`src/rtl/borrow_look_subtractor_seq_pkg.sv`:
```
// Shared constants for the nibble-serial borrow-lookahead subtractor.
package borrow_look_subtractor_seq_pkg;

    localparam int NIBBLE_W = 4;

    typedef enum logic [1:0] {
        IDLE = 2'd0,
        BUSY = 2'd1,
        DONE = 2'd2
    } state_t;

endpackage

```
`src/rtl/borrow_look_sub4.sv`:
```
// 4-bit borrow-lookahead subtractor: {bout4, d4} = a4 - b4 - bin.
// Borrows are formed in parallel from generate/propagate terms.
module borrow_look_sub4 (
    input  logic [3:0] a4,
    input  logic [3:0] b4,
    input  logic       bin,
    output logic [3:0] d4,
    output logic       bout4
);

    logic [3:0] g;
    logic [3:0] p;
    logic [4:0] c;

    // A bit generates a borrow when a=0,b=1; it passes an incoming borrow when a==b.
    assign g = ~a4 & b4;
    assign p = ~(a4 ^ b4);

    // Flattened lookahead equations, no ripple through c[i-1].
    assign c[0] = bin;
    assign c[1] = g[0] | (p[0] & bin);
    assign c[2] = g[1] | (p[1] & g[0]) | (p[1] & p[0] & bin);
    assign c[3] = g[2] | (p[2] & g[1]) | (p[2] & p[1] & g[0])
                | (p[2] & p[1] & p[0] & bin);
    assign c[4] = g[3] | (p[3] & g[2]) | (p[3] & p[2] & g[1])
                | (p[3] & p[2] & p[1] & g[0])
                | (p[3] & p[2] & p[1] & p[0] & bin);

    assign d4    = a4 ^ b4 ^ c[3:0];
    assign bout4 = c[4];

endmodule

```
`src/rtl/borrow_look_subtractor_seq.sv`:
```
// Sequential WIDTH-bit subtractor: diff = a - b - bin, one lookahead nibble
// per clock, LSB nibble first, valid/ready on both sides.
module borrow_look_subtractor_seq
    import borrow_look_subtractor_seq_pkg::*;
#(
    parameter int WIDTH = 16
) (
    input  logic             clk,
    input  logic             rst_n,
    input  logic [WIDTH-1:0] a,
    input  logic [WIDTH-1:0] b,
    input  logic             bin,
    input  logic             in_valid,
    output logic             in_ready,
    output logic [WIDTH-1:0] diff,
    output logic             bout,
    output logic             ovf,
    output logic             out_valid,
    input  logic             out_ready
);

    localparam int NNIB = WIDTH / NIBBLE_W;
    localparam int CW   = (NNIB > 1) ? $clog2(NNIB) : 1;
    localparam logic [CW-1:0] LAST = CW'(NNIB - 1);

    state_t           state, nxt;
    logic [WIDTH-1:0] a_r, b_r, diff_r;
    logic [CW-1:0]    cnt;
    logic             brw;
    logic             bout_r, ovf_r;
    logic [3:0]       a4, b4, d4;
    logic             bo4;
    logic             last;

    // Select the nibble currently being processed.
    assign a4   = a_r[NIBBLE_W*int'(cnt) +: NIBBLE_W];
    assign b4   = b_r[NIBBLE_W*int'(cnt) +: NIBBLE_W];
    assign last = (cnt == LAST);

    borrow_look_sub4 u_sub4 (
        .a4    (a4),
        .b4    (b4),
        .bin   (brw),
        .d4    (d4),
        .bout4 (bo4)
    );

    // State register.
    always_ff @(posedge clk or negedge rst_n) begin
        if (!rst_n) state <= IDLE;
        else        state <= nxt;
    end

    // Next-state: accept only in IDLE, finish after the last nibble, release on out_ready.
    always_comb begin
        nxt = state;
        case (state)
            IDLE:    if (in_valid) nxt = BUSY;
            BUSY:    if (last)     nxt = DONE;
            DONE:    if (out_ready) nxt = IDLE;
            default: nxt = IDLE;
        endcase
    end

    // Handshake outputs are pure state decodes; no combinational input-to-ready path.
    always_comb begin
        in_ready  = (state == IDLE);
        out_valid = (state == DONE);
    end

    // Operand capture and nibble-serial result accumulation.
    always_ff @(posedge clk or negedge rst_n) begin
        if (!rst_n) begin
            a_r    <= '0;
            b_r    <= '0;
            diff_r <= '0;
            cnt    <= '0;
            brw    <= 1'b0;
            bout_r <= 1'b0;
            ovf_r  <= 1'b0;
        end else begin
            case (state)
                IDLE: if (in_valid) begin
                    a_r <= a;
                    b_r <= b;
                    brw <= bin;
                    cnt <= '0;
                end
                BUSY: begin
                    diff_r[NIBBLE_W*int'(cnt) +: NIBBLE_W] <= d4;
                    brw <= bo4;
                    cnt <= cnt + 1'b1;
                    if (last) begin
                        bout_r <= bo4;
                        // d4[3] is the result MSB on the final nibble.
                        ovf_r  <= (a_r[WIDTH-1] != b_r[WIDTH-1]) && (d4[3] != a_r[WIDTH-1]);
                    end
                end
                default: ;
            endcase
        end
    end

    assign diff = diff_r;
    assign bout = bout_r;
    assign ovf  = ovf_r;

endmodule

```
`config.mk`:
```
export PLATFORM = sky130hd
export DESIGN_NAME = borrow_look_subtractor_seq
export DESIGN_NICKNAME = d
export VERILOG_FILES = /design/src/rtl/borrow_look_subtractor_seq_pkg.sv /design/src/rtl/borrow_look_sub4.sv /design/src/rtl/borrow_look_subtractor_seq.sv
export SDC_FILE = /design/constraint.sdc
export NUM_CORES = 1
export LEC_CHECK = 0
export ABC_AREA = 1
export CAP_MARGIN = 0
export CORE_MARGIN = 2
export CORE_UTILIZATION = 45
export CTS_BUF_LIST = sky130_fd_sc_hd__clkbuf_2 sky130_fd_sc_hd__clkbuf_4 sky130_fd_sc_hd__clkbuf_8
export DETAILED_ROUTE_END_ITERATION = 6
export GPL_TIMING_DRIVEN = 0
export PLACE_DENSITY = 0.7
export SLEW_MARGIN = 5
export SYNTH_ARGS = -nofsm -noshare
export SYNTH_HDL_FRONTEND = slang
export SYNTH_SLANG_ARGS = --single-unit
export TNS_END_PERCENT = 5
```
`constraint.sdc`:
```
create_clock -name clk -period 2.5 [get_ports clk]
set_input_delay 0.5 -clock clk [delete_from_list [all_inputs] [get_ports clk]]
set_output_delay 0.5 -clock clk [all_outputs]
set_load 0.02 [all_outputs]
```
Word-level counts from Yosys, hierarchy flattened
Cells that the tools add are included.
{ "classes": {"n_addsub": 2, "n_mul": 0, "n_div": 0, "order_cmp": 0, "n_eq_ne": 8, "n_shift": 4, "mux": 9, "bitwise": 31, "n_reduce_logical": 7} }
{ "op_table": {"columns": ["operator", "n"], "rows": [
  ["4-bit negator with 33-bit output", 1],
  ["4-bit by 33-bit variable shift with 16-bit output (first input constant)", 1],
  ["4-bit by 33-bit variable part select with 16-bit output", 1],
  ["16-bit by 5-bit variable part select with 4-bit output", 2],
  ["1-bit AND", 16],
  ["16-bit bitwise mux", 1],
  ["1-bit bitwise OR", 10],
  ["2-bit 2-to-1 mux", 4],
  ["4-bit NOT", 2],
  ["4-bit XOR", 2],
  ["2-bit one-hot mux with 3 select lines", 1],
  ["2-bit AND reduction", 3],
  ["4-bit AND", 1],
  ["2-bit == test (second input constant)", 2],
  ["2-bit != test (second input constant)", 2],
  ["2-bit one-hot mux with 2 select lines", 1],
  ["3-bit AND reduction", 1],
  ["2-bit by 1-bit adder with 2-bit output (second input constant)", 1],
  ["2-bit by 1-bit == test with 1-bit output (second input constant)", 1],
  ["2-bit zero test", 1],
  ["1-bit != test", 2],
  ["2-bit by 1-bit != test with 1-bit output (second input constant)", 1],
  ["1-bit one-hot mux with 2 select lines", 1],
  ["2-bit nonzero test", 1],
  ["2 further kinds", 2]
]} }
{ "totals": {"register_bits": 55, "latch_bits": 0, "ramBits": 0, "rom_bits": 0, "inputBits": 37, "out_inout_bits": 20, "wordCells": 69, "memories": 0} }

Depth between registers and ports, before layout
Gate-level depths: netlist of the first run.
{ "depth": {"depth_word": 10, "mapped_depth": 14, "ltp_nobuf": 12} }

Cells and area by module
A second synthesis of the first run with hierarchy kept.
{ "hier_totals": {"hier_cells": 381, "area_unflattened_um2": 2979.1} }
{ "modules_own_cells": {"columns": ["module", "n_inst", "cells_each", "area_per_inst_um2", "seq_area_each_um2"], "rows": [
  ["borrow_look_subtractor_seq", 1, 342, 2728.9, 1376.3],
  ["borrow_look_sub4", 1, 39, 250.2, 0.0]
]} }

Least setup slack after synthesis of the first run
OpenSTA, ideal clock, no wires.
{ "synth_timing": {"path_type": "register to register", "from": "reg cnt[0]", "to": "reg diff_r[11], in the netlist diff[11]", "arrival_time_ns": 1.930, "slack_ns": 0.451, "stages_incl_launch_ff": 15, "n_path_buf": 2, "period_less_slack_ns": 2.049, "path_cell_list": "dfrtp_1 -> clkbuf_2 -> inv_2 -> buf_4 -> o21ai_0 -> o22ai_1 -> ha_1 -> nand2_1 -> nand2_1 -> nor2_1 -> nand2_1 -> nand2_2 -> nand2_2 -> nand2_1 -> o21ai_2"} }
{ "synth_between": {"elab_chain_cells": 10, "word_cells_on_any_way": 26, "cone_classes": "add/sub (1); shift (4); mux (1); bitwise (20)"} }
{ "synth_rtl": {"columns": ["item", "line", "source"], "rows": [
  ["from (decl)", "borrow_look_subtractor_seq.sv:28", "logic [CW-1:0] cnt;"],
  ["from (signal assigned)", "borrow_look_subtractor_seq.sv:92", "cnt <= cnt + 1'b1;"],
  ["16-bit by 5-bit variable part select with 4-bit output (on tied branches)", "borrow_look_subtractor_seq.sv:36, borrow_look_subtractor_seq.sv:37", null],
  ["4-bit XOR or 4-bit NOT (tied branches)", "borrow_look_sub4.sv:17, borrow_look_sub4.sv:29, borrow_look_sub4.sv:16", null],
  ["4-bit NOT or 4-bit AND (tied branches)", "borrow_look_sub4.sv:17, borrow_look_sub4.sv:16", null],
  ["1-bit AND (on tied branches)", "borrow_look_sub4.sv:23, borrow_look_sub4.sv:24", null],
  ["1-bit bitwise OR (tied with other cells)", "borrow_look_sub4.sv:23", "assign c[3] = g[2] | (p[2] & g[1]) | (p[2] & p[1] & g[0])"],
  ["1-bit bitwise OR or 1-bit AND (tied branches)", "borrow_look_sub4.sv:23, borrow_look_sub4.sv:24", null],
  ["1-bit bitwise OR", "borrow_look_sub4.sv:24", "| (p[2] & p[1] & p[0] & bin);"],
  ["4-bit XOR", "borrow_look_sub4.sv:29", "assign d4 = a4 ^ b4 ^ c[3:0];"],
  ["4-bit by 33-bit variable part select with 16-bit output", "borrow_look_subtractor_seq.sv:90", "diff_r[NIBBLE_W*int'(cnt) +: NIBBLE_W] <= d4;"],
  ["16-bit bitwise mux (*)", "borrow_look_subtractor_seq.sv:90", null],
  ["to (signal assigned)", "borrow_look_subtractor_seq.sv:76", "diff_r <= '0;"],
  ["to (signal, indexed assignment)", "borrow_look_subtractor_seq.sv:90", null],
  ["to (decl)", "borrow_look_subtractor_seq.sv:27", "logic [WIDTH-1:0] a_r, b_r, diff_r;"]
]} }
Mark *: on every way between the ends. The rest lies on a longest branch, timed or not.
A chain may end at the register's enable or synchronous reset.

Worst setup path after layout of the first run
Same ends and word-level chain as after synthesis.

==> impl_metrics.tcl, run 1 <==
set metrics [dict create \
    final_common_cell "nand2_1" \
    clock_latency_ps 310 \
    r2r_start "cnt[0]" \
    dpl.hpwl_microns 4580 \
    grt_pass1_vias 2268 \
    tritoncts "yes" \
    wl_met3_microns 242 \
    vias_per_cell 4.92 \
    syn-num-nets 384 \
    maxSlewHeadroom_pct 59.0 \
    clock_skew_ps 7.46 \
    cts-root-buf "clkbuf_8" \
    dp_slack_ps 39.9 \
    synthCells 336 \
    grt_start_max_net_pins 31 \
    max-vdd-ir-drop_v 0.000748 \
    ctsLongestPathBuffers 2 \
    drive_above_1_share_pct 11.8 \
    period_needed_ps 2280 \
    met1Wirelength_microns 2680 \
    start_kind "register" \
    path_max_fanout 10 \
    start_util_pct 46.9 \
    cp-end-kind "register" \
    cts_num_sinks 55 \
    grt_overflow 0 \
    power_density_nw_per_um2 1410 \
    clk_pin_slew_ps 90 \
    most-common-layout-cells "150 x nand2_1, 55 x clkdlybuf4s50_1, 54 x dfrtp_1" \
    syn_area_sq_um 2790 \
    rows 28 \
    finalNetCount 448 \
    power_uw 5040 \
    synthDistinctLibCells 31 \
    synthArstFlopShare_pct 100 \
    fin_crit_sh_pct 91.2 \
    rsz0062_at_grt "false" \
    synth_edf_count 0 \
    dieHeight_microns 82.8 \
    instances_no_fill 475 \
    n_antenna_cell 0 \
    max_freq_mhz 439 \
    tightest_slew_ps 615 \
    ant_nets 0 \
    drtPass1Iterations 4 \
    run_status "finished clean" \
    antenna_found_initial 0 \
    final_util_pct 60.0 \
    grt_pass1_wl_microns 10100 \
    post_drt_wl_per_cell_microns 12.7 \
    worst_slack_ps 220 \
    grt_usage_pct 19.6 \
    io_pins 57 \
    stdcell_area_sq_um 3580 \
    cp-startpoint "cnt[0]" \
    hold_path_class "input pin to asynchronous set/reset pin" \
    wl_met2_microns 2990 \
    cts_buffers 5 \
    die_w_microns 82.8 \
    drt-total-wl_microns 6010 \
    detailed_place.area_sq_um 3460 \
    leakage_uw 0.00176 \
    route.top_layer_used "met4" \
    syn_to_final_growth_pct 28.1 \
    setup_viol 0 \
    vias 2339 \
    worstSetupPathType "register to register" \
    crit_arrival_ps 2530 \
    port_buffers 56 \
    slew_viol_final 0 \
    gp_congestion 0.819 \
    required_ps 2750 \
    core_sq_um 5960 \
    die_area_sq_um 6850 \
    timing_hold_violations_final 0 \
    drtIter0Drc 81 \
    synth_ff_type "dfrtp_1" \
    drc 0 \
    htree_levels 2 \
    ys_seq_elements 55 \
    syn_avg_cell_area_sq_um 8.31 \
    ys_seq_area_share_pct 49.3 \
    max_cap_viol_count 0 \
    hold_buffers 0 \
    place_inst 468 \
    yosys_warnings 0 \
]
where the power goes:
group,total [uW],switching [uW],leakage [uW],internal [uW]
registers,1520,243,0.000702,1270
logic,3030,1860,0.00101,1160
clock network,499,281,0.0000470,218
kinds of logic after synthesis:
| logic type | synth area share, % |
|---|---|
| compound gates | 8.92 |
| xor+xnor | 0.314 |
| fa+ha+maj | 5.20 |
| buf+inv | 6.77 |
| flops | 49.3 |
| simple gates | 29.5 |
worst paths after layout:
path,depth (start not counted),slack (ps),to
worst max-delay path,13,220,diff[11]
worst min-delay path,1,190,diff[11]
worst max register to register,13,220,diff[11]
worst min register to register,2,480,a_r[2]
max in group asynchronous,2,1730,cnt[1]
min in group clk,2,480,a_r[2]
Yosys cell counts, drive strengths merged (3+ instances only):
master,number,area share (%)
nor2,24,4.8
nand3,7,1.3
buf,10,3.2
a21oi,4,0.72
nand2,155,22
ha,10,4.5
nand4,4,1.4
o22ai,4,0.90
o31ai,3,0.81
a32o,3,1.1
inv,23,3.4
o21ai,28,5.2
dfrtp,55,49
per-layer routing:
| metal | up-vias | global-route usage, % |
|---|---|---|
| li1 | 1193 | - |
| met1 | 1083 | 23.9 |
| met2 | 54 | 34.8 |
| met3 | 9 | 3.59 |
| met4 | 0 | 6.39 |
| met5 | - | 0 |
per-stage QoR:
stage                     TNS [ps]  hold slack, ps
after floorplan                  0             204
after detailed placement         0             458
after global routing             0             242
final                            0             195
after CTS                        0             205
after global placement      -38330             455
repair_timing:
| item | 4_1_cts | 5_1_grt |
|---|---|---|
| buffers inserted | 0 | 1 |
| endpoints found under the setup margin | 0 | 16 |
| gates resized for setup | 0 | 11 |
state kept, by name, summed over array words and instances (netlist names):
signal  count
state       2
diff       16
a_r        16
ovf         1
bout        1
brw         1
cnt         2
b_r        16
worst max-delay path, stage by stage, from the launching register on:
cell	delay, ps
dfrtp_1	380
clkbuf_4	210
clkbuf_4	230
a21oi_1	90
a32o_1	230
ha_2	380
nand2_1	70
nor2_1	110
nor2_2	60
nand2_1	90
nand2_2	80
nand2_2	100
nand2_1	80
o21ai_2	110
cell type report:
| cell class | count | area (sq um) |
|---|---|---|
| Buffer | 10 | 95.1 |
| Clock buffer | 6 | 82.6 |
| Clock inverter | 1 | 5.00 |
| Fill cell | 566 | 2380 |
| Inverter | 23 | 98.8 |
| Multi-Input combinational cell | 247 | 1240 |
| Sequential cell | 55 | 1380 |
| Tap cell | 75 | 93.8 |
| Timing Repair Buffer | 58 | 583 |
Power figures use the tool's default switching activity.
==> run 2: changes to the inputs <==
ABC_CLOCK_PERIOD_IN_PS = 2500   (was unset)
CORE_UTILIZATION = 30   (was 45)
PLACE_DENSITY = 0.5   (was 0.7)
SKIP_CTS_REPAIR_TIMING = 1   (was unset)
==> run 2 against run 1 <==
First-iteration DRC count is 28% lower. Combinational power is 3% higher. Total power is 3.0% higher. Clock skew shrank 2.7 ps. Core utilization down 20 points. Critical path type unchanged. Count of clock-buffer cells in the layout rose by 2. Flip-flop and latch count unchanged. Maximum frequency shrank 2.0%. Critical path depth did not move.
==> impl_metrics.tcl, run 2 (same netlist as run 1, synthesis figures left out) <==
set metrics [dict create \
    run_status "finished clean" \
    period_needed_ps 2330 \
    final_common_cell "nand2_1" \
    leakage_uw 0.00178 \
    fin_hold_ws_ps 201 \
    dieHeight_microns 100 \
    dp_slack_ps -21.9 \
    cts-root-buf "clkbuf_8" \
    clk_pin_slew_ps 90 \
    grt_overflow 0 \
    syn_to_final_growth_pct 30.8 \
    grt_start_max_net_pins 29 \
    vias 2296 \
    clock_latency_ps 320 \
    start_util_pct 30.5 \
    rows 35 \
    cp-end-kind "register" \
    hold_path_class "input pin to asynchronous set/reset pin" \
    tritoncts "yes" \
    cts_num_sinks 55 \
    vias_per_cell 4.48 \
    drtIter0Drc 58 \
    die_w_microns 100 \
    max-vdd-ir-drop_v 0.000430 \
    rr_endpoint "diff[11]" \
    detailed_place.area_sq_um 3510 \
    r2r_cells 13 \
    path_max_fanout 10 \
    ctsLongestPathBuffers 2 \
    post_drt_wl_per_cell_microns 12.8 \
    ant_nets 0 \
    max_cap_viol_count 0 \
    fillCellCount 956 \
    required_ps 2710 \
    max_freq_mhz 430 \
    drtPass1Iterations 4 \
    grt_pass1_vias 2289 \
    io_pins 57 \
    gp_congestion 0.785 \
    rsz0062_at_grt "false" \
    r2r_slack_ps 170 \
    clock_skew_ps 4.72 \
    port_buffers 56 \
    maxSlewHeadroom_pct 56.7 \
    htree_levels 2 \
    drive_above_1_share_pct 12.2 \
    antenna_found_initial 0 \
    most-common-layout-cells "150 x nand2_1, 55 x clkdlybuf4s50_1, 54 x dfrtp_1" \
    n_antenna_cell 0 \
    finalNetCount 449 \
    start_kind "register" \
    drc 0 \
    stdcell_area_sq_um 3650 \
    timing_hold_violations_final 0 \
    die_area_sq_um 10100 \
    power_density_nw_per_um2 1420 \
    setup_viol 0 \
    power_uw 5190 \
    drt-total-wl_microns 6550 \
    slew_viol_final 0 \
    grt_pass1_wl_microns 11000 \
    core_sq_um 9150 \
    dpl.hpwl_microns 4980 \
    crit_arrival_ps 2540 \
    final_util_pct 39.9 \
    fin_crit_sh_pct 93.1 \
    cts_buffers 5 \
    worst_slack_ps 173 \
    tightest_slew_ps 650 \
    r2r_start "cnt[0]" \
    worstSetupPathType "register to register" \
    grt_usage_pct 13.8 \
]
## run 2: changes by cell type in the layout (fill, tap and decap cells not counted)
| cell | before | now |
|---|---|---|
| o21ai_0 | 18 | 16 |
| clkbuf_4 | 3 | 4 |
| xor2_1 | 1 | 0 |
| clkbuf_8 | 6 | 7 |
| inv_6 | 2 | 1 |
| buf_6 | 6 | 7 |
| inv_4 | 1 | 2 |
| ha_2 | 2 | 1 |
| xor2_2 | 0 | 1 |
| clkinv_2 | 1 | 0 |
| ha_1 | 8 | 9 |
| o21ai_1 | 9 | 11 |
## run 2: critical path: stages (launching register included)
cell and delay (ps):
dfrtp_1 390, clkbuf_4 200, clkbuf_4 230, a21oi_1 90
a32o_1 220, ha_1 360, nand2_1 90, nand2_1 70
nor2_2 140, nand2_1 90, nand2_2 90, nand2_2 90
nand2_1 100, o21ai_2 50
## run 2: power breakdown
part	switching (uW)	total [uW]	internal [uW]
registers	248	1520	1270
clock network	293	557	265
logic	1920	3110	1190
total	2460	5190	2730
## run 2: worst max-delay path by stage
stage,start,endpoint,cells past startpoint
after global placement,rst_n,b_r[6],1
final,cnt[0],diff[11],13
after detailed placement,cnt[0],diff[14],13
after floorplan,cnt[0],diff[11],14
after CTS,cnt[0],diff[14],13
after global routing,cnt[0],diff[11],12
## run 2: layer usage
metal	vias to the layer above	GRT usage, %	share of wire, %
met4	0	4.11	1.3
met1	1042	18.0	48
li1	1200	-	-
met2	46	23.3	47
met5	-	0	0
met3	8	2.64	4.0
## run 2: metrics by stage
stage                     TNS [ps]  instances
after detailed placement     -22.4        504
after floorplan                  0        336
after CTS                    -71.8        512
after global placement      -48050        503
after global routing             0        513
final                            0        513
## run 2: area by class of cell
cell class                 instances  area (sq um)  share of cell area, %
tap                              111           139                   3.80
inverter                          23          96.3                   2.64
clock buffer                       8           104                   2.84
sequential                        55          1380                   37.7
timing repair buffer              58           583                   16.0
buffer                            11           106                   2.91
multi-input combinational        247          1240                   34.1
